## config.mk

```make
export PLATFORM = sky130hd
export DESIGN_NAME = mem_access_unit_flat
export DESIGN_NICKNAME = d
export VERILOG_FILES = /design/src/rtl/mem_access_pkg.sv /design/src/rtl/mem_access_unit_if.sv /design/src/rtl/mem_access_unit_lane_align.sv /design/src/rtl/mem_access_unit.sv /design/src/flat_wrapper.sv
export SDC_FILE = /design/constraint.sdc
export NUM_CORES = 1
export LEC_CHECK = 0
export ABC_AREA = 0
export BUFFER_PORTS_ARGS = -buffer_cell sky130_fd_sc_hd__clkbuf_2
export CAP_MARGIN = 20
export CORE_UTILIZATION = 52
export DETAILED_ROUTE_END_ITERATION = 8
export GPL_TIMING_DRIVEN = 0
export PLACE_DENSITY = 0.81
export RECOVER_POWER = 25
export SYNTH_ARGS = -nofsm -noshare
export SYNTH_HDL_FRONTEND = slang
export SYNTH_SLANG_ARGS = --single-unit
```

## constraint.sdc

```tcl
create_clock -name clk -period 2.9 [get_ports clk]
set_input_delay 0.58 -clock clk [delete_from_list [all_inputs] [get_ports clk]]
set_output_delay 0.58 -clock clk [all_outputs]
set_load 0.02 [all_outputs]
```

## src/rtl/mem_access_pkg.sv

```systemverilog
// rtl/mem_access_pkg.sv - shared encodings for the load/store initiator
package mem_access_pkg;

  typedef enum logic [1:0] {
    SZ_BYTE = 2'b00,
    SZ_HALF = 2'b01,
    SZ_WORD = 2'b10,
    SZ_ILL  = 2'b11
  } size_e;

  typedef enum logic [2:0] {
    ST_IDLE,
    ST_LOAD,
    ST_RMW_RD,
    ST_STORE,
    ST_RESP
  } state_e;

  // Little-endian byte lanes within a 32-bit word
  localparam logic [1:0] LANE_0 = 2'd0;
  localparam logic [1:0] LANE_1 = 2'd1;
  localparam logic [1:0] LANE_2 = 2'd2;
  localparam logic [1:0] LANE_3 = 2'd3;

endpackage

```

## src/rtl/mem_access_unit_if.sv

```systemverilog
// rtl/mem_access_unit_if.sv - datapath-side request/response bundle
interface mem_access_unit_if #(
  parameter int ADDR_W = 32
);
  logic              req;
  logic              we;
  logic [1:0]        size;
  logic              sign_ext;
  logic [ADDR_W-1:0] addr;
  logic [31:0]       wdata;
  logic              ready;
  logic              done;
  logic              err;
  logic [31:0]       rdata;

  modport master (
    output req, we, size, sign_ext, addr, wdata,
    input  ready, done, err, rdata
  );

  modport slave (
    input  req, we, size, sign_ext, addr, wdata,
    output ready, done, err, rdata
  );
endinterface

```

## src/rtl/mem_access_unit_lane_align.sv

```systemverilog
// rtl/mem_access_unit_lane_align.sv - combinational lane extract and sub-word merge
module mem_lane_align
  import mem_access_pkg::*;
(
  input  logic [31:0] word,
  input  logic [1:0]  lane,
  input  size_e       size,
  input  logic        sign_ext,
  input  logic [31:0] wdata,
  output logic [31:0] load_val,
  output logic [31:0] merged
);

  logic [7:0]  byte_sel;
  logic [15:0] half_sel;

  always_comb begin
    byte_sel = word[7:0];
    case (lane)
      LANE_0: byte_sel = word[7:0];
      LANE_1: byte_sel = word[15:8];
      LANE_2: byte_sel = word[23:16];
      LANE_3: byte_sel = word[31:24];
      default: byte_sel = word[7:0];
    endcase
    half_sel = (lane == LANE_2) ? word[31:16] : word[15:0];

    load_val = word;
    case (size)
      SZ_BYTE: load_val = sign_ext ? {{24{byte_sel[7]}}, byte_sel} : {24'd0, byte_sel};
      SZ_HALF: load_val = sign_ext ? {{16{half_sel[15]}}, half_sel} : {16'd0, half_sel};
      default: load_val = word;
    endcase
  end

  // Sub-word stores splice the new bytes into the word just read back
  always_comb begin
    merged = word;
    case (size)
      SZ_BYTE: begin
        case (lane)
          LANE_0: merged[7:0]   = wdata[7:0];
          LANE_1: merged[15:8]  = wdata[7:0];
          LANE_2: merged[23:16] = wdata[7:0];
          LANE_3: merged[31:24] = wdata[7:0];
          default: merged = word;
        endcase
      end
      SZ_HALF: begin
        if (lane == LANE_2) merged[31:16] = wdata[15:0];
        else                merged[15:0]  = wdata[15:0];
      end
      default: merged = wdata;
    endcase
  end

endmodule

```

## src/rtl/mem_access_unit.sv

```systemverilog
// rtl/mem_access_unit.sv - byte/half/word load-store initiator in front of dataMemory
module mem_access_unit
  import mem_access_pkg::*;
#(
  parameter int ADDR_W    = 32,
  parameter int MEM_WORDS = 101
) (
  input  logic               clk,
  input  logic               reset_n,
  mem_access_unit_if.slave   cpu,
  output logic [31:0]        mem_address,
  output logic [31:0]        mem_data_in,
  output logic               mem_read,
  output logic               mem_write,
  input  logic [31:0]        mem_data_out
);

  state_e            state;
  size_e             l_size;
  logic              l_sext;
  logic [1:0]        l_lane;
  logic [31:0]       l_wdata;
  logic [ADDR_W-1:0] word_idx;
  logic              bad;
  logic [31:0]       load_val;
  logic [31:0]       merged;

  assign word_idx = cpu.addr >> 2;

  always_comb begin
    bad = 1'b0;
    if (size_e'(cpu.size) == SZ_ILL)                              bad = 1'b1;
    if (size_e'(cpu.size) == SZ_HALF && cpu.addr[0])              bad = 1'b1;
    if (size_e'(cpu.size) == SZ_WORD && cpu.addr[1:0] != 2'b00)   bad = 1'b1;
    if (word_idx >= ADDR_W'(MEM_WORDS))                           bad = 1'b1;
  end

  mem_lane_align u_align (
    .word     (mem_data_out),
    .lane     (l_lane),
    .size     (l_size),
    .sign_ext (l_sext),
    .wdata    (l_wdata),
    .load_val (load_val),
    .merged   (merged)
  );

  always_ff @(posedge clk) begin
    if (!reset_n) begin
      state       <= ST_IDLE;
      l_size      <= SZ_BYTE;
      l_sext      <= 1'b0;
      l_lane      <= 2'd0;
      l_wdata     <= 32'd0;
      cpu.ready   <= 1'b1;
      cpu.done    <= 1'b0;
      cpu.err     <= 1'b0;
      cpu.rdata   <= 32'd0;
      mem_address <= 32'd0;
      mem_data_in <= 32'd0;
      mem_read    <= 1'b0;
      mem_write   <= 1'b0;
    end else begin
      case (state)
        ST_IDLE: begin
          if (cpu.req) begin
            l_size      <= size_e'(cpu.size);
            l_sext      <= cpu.sign_ext;
            l_lane      <= cpu.addr[1:0];
            l_wdata     <= cpu.wdata;
            mem_address <= 32'(word_idx);
            cpu.ready   <= 1'b0;
            if (bad) begin
              cpu.done <= 1'b1;
              cpu.err  <= 1'b1;
              state    <= ST_RESP;
            end else if (!cpu.we) begin
              mem_read <= 1'b1;
              state    <= ST_LOAD;
            end else if (size_e'(cpu.size) == SZ_WORD) begin
              mem_data_in <= cpu.wdata;
              mem_write   <= 1'b1;
              state       <= ST_STORE;
            end else begin
              mem_read <= 1'b1;
              state    <= ST_RMW_RD;
            end
          end
        end
        ST_LOAD: begin
          cpu.rdata <= load_val;
          mem_read  <= 1'b0;
          cpu.done  <= 1'b1;
          state     <= ST_RESP;
        end
        ST_RMW_RD: begin
          mem_data_in <= merged;
          mem_read    <= 1'b0;
          mem_write   <= 1'b1;
          state       <= ST_STORE;
        end
        ST_STORE: begin
          mem_write <= 1'b0;
          cpu.done  <= 1'b1;
          state     <= ST_RESP;
        end
        ST_RESP: begin
          cpu.done  <= 1'b0;
          cpu.err   <= 1'b0;
          cpu.ready <= 1'b1;
          state     <= ST_IDLE;
        end
        default: begin
          mem_read  <= 1'b0;
          mem_write <= 1'b0;
          cpu.done  <= 1'b0;
          cpu.err   <= 1'b0;
          cpu.ready <= 1'b1;
          state     <= ST_IDLE;
        end
      endcase
    end
  end

endmodule

```

## src/flat_wrapper.sv

```systemverilog
// flat-port wrapper written by rule: the top's interface ports become plain ports
module mem_access_unit_flat import mem_access_pkg::*;
#(
  parameter int ADDR_W    = 32,
  parameter int MEM_WORDS = 101
)
  (clk, reset_n, mem_address, mem_data_in, mem_read, mem_write, mem_data_out, cpu_req, cpu_we, cpu_size, cpu_sign_ext, cpu_addr, cpu_wdata, cpu_ready, cpu_done, cpu_err, cpu_rdata);
  mem_access_unit_if #(.ADDR_W(ADDR_W)) cpu_i ();
  input  logic clk;
  input  logic reset_n;
  output logic [31:0] mem_address;
  output logic [31:0] mem_data_in;
  output logic mem_read;
  output logic mem_write;
  input  logic [31:0] mem_data_out;
  input wire logic [$bits(cpu_i.req)-1:0] cpu_req;
  input wire logic [$bits(cpu_i.we)-1:0] cpu_we;
  input wire logic [$bits(cpu_i.size)-1:0] cpu_size;
  input wire logic [$bits(cpu_i.sign_ext)-1:0] cpu_sign_ext;
  input wire logic [$bits(cpu_i.addr)-1:0] cpu_addr;
  input wire logic [$bits(cpu_i.wdata)-1:0] cpu_wdata;
  output wire logic [$bits(cpu_i.ready)-1:0] cpu_ready;
  output wire logic [$bits(cpu_i.done)-1:0] cpu_done;
  output wire logic [$bits(cpu_i.err)-1:0] cpu_err;
  output wire logic [$bits(cpu_i.rdata)-1:0] cpu_rdata;
  assign cpu_i.req = cpu_req;
  assign cpu_i.we = cpu_we;
  assign cpu_i.size = cpu_size;
  assign cpu_i.sign_ext = cpu_sign_ext;
  assign cpu_i.addr = cpu_addr;
  assign cpu_i.wdata = cpu_wdata;
  assign cpu_ready = cpu_i.ready;
  assign cpu_done = cpu_i.done;
  assign cpu_err = cpu_i.err;
  assign cpu_rdata = cpu_i.rdata;
  mem_access_unit #(.ADDR_W(ADDR_W), .MEM_WORDS(MEM_WORDS)) u_core (.clk(clk), .reset_n(reset_n), .cpu(cpu_i), .mem_address(mem_address), .mem_data_in(mem_data_in), .mem_read(mem_read), .mem_write(mem_write), .mem_data_out(mem_data_out));
endmodule
```

==> impl_metrics.ini <==
[outcome]
status = complete, no violations

[worst_hold_path]
holdCritStartpoint = cpu_sign_ext
min_path_cells = 3
whs_endpoint = u_core.l_sext$_SDFFE_PN0P_
hold_class = in2reg

[placement]
gp_congestion = 0.979
placed_cells = 1227
portBuffers = 200
post-dp-hpwl_um = 17600
placed_cell_area_um2 = 7790

[timing]
hold_violations = 0
finClkSkew_ns = 0.00953
worstMarginPinSlew_ns = 1.06
period_minus_slack_ns = 2.54
setup_viol = 0
tns_ns = 0
rsz0062_at_grt = no
maxSlewHeadroom_pct = 28.8
fmax_mhz = 394
whs_ns = 0.364
slew_viol_final = 0
period_share_pct = 87.6

[synth]
synth_edf_count = 0
async_flop_share_pct = 0
syn_area_per_cell_um2 = 7.67
synthTopCellsByArea = dfxtp_1 (42%), nand2_1 (11%), a21oi_1 (9.4%)
yosysMostFrequentCell = nand2_1
ys.flop_type = dfxtp_1
ys_ff_latch = 139
synthesis.area_um2 = 6580
ys_warn_count = 0
syn_inst = 858
synthTopCellsByCount = nand2_1 (198), dfxtp_1 (139), a21oi_1 (124)
ys_seq_area_share_pct = 42.3
yosys.cell_types.count = 48
yosysTopAreaCell = dfxtp_1
yosysTopAreaCellShare_pct = 42.3

[grt]
grt_pass1_vias = 6722
grt_usage_pct = 35.8
grt-ovfl-total = 0
grt_max_degree = 17
antenna_found_initial = 0
grt_pass1_wl_um = 35600

[routing]
wl_per_cell_um = 18.5
vias = 7455
via_per_inst = 5.92
drc = 0
first_iter_violations = 733
postRouteAntennaNets = 0
drt_first_pass_iters = 7
routed_wl_um = 23300

[cts]
clk_pin_slew_ns = 0.06
postCtsHoldBufs = 0
cts_made_buffers = 17
cts_resized = 0
cts_tree = yes
cts_root_buffer = clkbuf_16
ctsLongestPathBuffers = 2
cts_htree_levels = 4
cts.sinks = 139
clk_latency_ns = 0.43
cts_setup_buffers = 0

[final_layout]
design_area_um2 = 8270
layout-drive-gt1-share_pct = 17.7
diodes = 0
finish.net_count = 1181
area_delta_synth_final_pct = 25.7
nFillCells = 1096
final_cells = 1259

[floorplan]
coreArea_um2 = 12200
rows = 40
fp.dieW_um = 114
die_y_um = 114
start_util_pct = 54.1
ioPinCount = 204
die_area_um2 = 13100

[critical_path]
regToRegSetupSlack_ns = 0.41
r2r_start = u_core.l_lane[1]$_SDFFE_PN0P_
crit_chain = clkbuf_2 -> nor4_1 -> nand4_1 -> nor4_2 -> buf_2 -> nand3_1 -> a31oi_1
critPathSlowestCell = nor4_2
worst-path-max-fanout = 10
crit_type = in2reg
reg2regPathDepth = 6
required_ns = 3.25
r2r-end = u_core.cpu.rdata[30]$_SDFFE_PN0P_
cp-start-kind = input port
crit_path_end_kind = register
crit_start = cpu_addr[27]
cp.arrival_ns = 2.89
cp_slowest_stage_delay_ns = 0.96

[flow_run]
max-cap-violations = 0

[power]
peakVddDrop_v = 0.000411
p_per_area_nw_per_um2 = 565
p_leak_uw = 0.00329
cells by family after synthesis:
family	Yosys count	share of synthesized area, %
other	1	0.0570
AOI/OAI and AO/OA	308	28.3
DFF	139	42.3
and+or+nand+nor	300	20.3
buffers and inverters	86	5.25
muxes	24	3.84
critical path, delay by kind of cell:
kind                   cells  cell delay, ns
AOI/OAI and AO/OA          1            0.18
buffers and inverters      2            0.47
and+or+nand+nor            4            1.65
cell type report:
cell class              count  area (µm²)  area share [%]
inverters                  10        37.5           0.454
multi-input cells         634        3450            41.8
clock buffers              19         433            5.23
plain buffers              76         308            3.72
flip-flops and latches    139        2780            33.6
clock inverters            13         119            1.44
well taps                 168         210            2.54
repair buffers            200         927            11.2
through the flow:
| step | worst slack (ns) | util [%] | power, µW |
|---|---|---|---|
| 2_1_floorplan | 0.693 | - | 2390 |
| 3_3_place_gp | 0.0139 | 64.1 | 2640 |
| 3_5_place_dp | -0.0263 | 64.1 | 2650 |
| 4_1_cts | 0.408 | 68.6 | 4660 |
| 5_1_grt | 0.191 | 68.0 | 4830 |
| 6_report | 0.360 | 68.0 | 4670 |
power breakdown:
part	total, µW	leakage (µW)	internal, µW	switching [µW]
combinational	612	0.00190	207	404
clock	2050	0.000260	1180	868
sequential	2010	0.00113	1970	42.7
total	4670	0.00329	3360	1310
registers in the layout, summed over array words and instances (netlist names):
name	cells
u_core.mem_data_in	32
u_core.l_size	2
u_core.l_sext	1
u_core.l_lane	2
u_core.cpu.rdata	32
u_core.cpu.done	1
u_core.mem_write	1
u_core.l_wdata	32
u_core.mem_address	30
u_core.cpu.err	1
u_core.mem_read	1
u_core.cpu.ready	1
u_core.state	3
placed cells by master, fill, tap and decap left out, types with 10 or more instances in the layout:
cell	instances
a22oi_1	13
clkbuf_2	141
nand2_1	198
nor2_1	13
clkbuf_1	125
a22o_1	12
o221ai_1	19
o21ai_0	71
a31oi_1	14
nor2b_1	10
a21oi_1	124
clkbuf_16	17
o211ai_1	19
mux2i_1	23
nand3_1	33
inv_1	10
dfxtp_1	139
per-layer routing:
metal	up-vias	share of wire, %	track usage, %
met2	442	45	55.3
met5	-	0	0
li1	3515	-	-
met4	0	3.8	18.2
met3	60	11	12.8
met1	3438	40	44.0
how the worst max path moves through the flow:
stage | depth (start not counted) | to | slack, ns
floorplan | 7 | u_core.mem_data_in[29]$_SDFFE_PN0P_ | 0.69
global placement | 7 | u_core.mem_data_in[23]$_SDFFE_PN0P_ | 0.01
detailed placement | 7 | u_core.mem_data_in[23]$_SDFFE_PN0P_ | -0.03
CTS | 7 | u_core.mem_data_in[23]$_SDFFE_PN0P_ | 0.41
global route | 7 | u_core.mem_data_in[23]$_SDFFE_PN0P_ | 0.19
finish | 7 | u_core.mem_data_in[17]$_SDFFE_PN0P_ | 0.36
(Power assumes the default switching activity.)
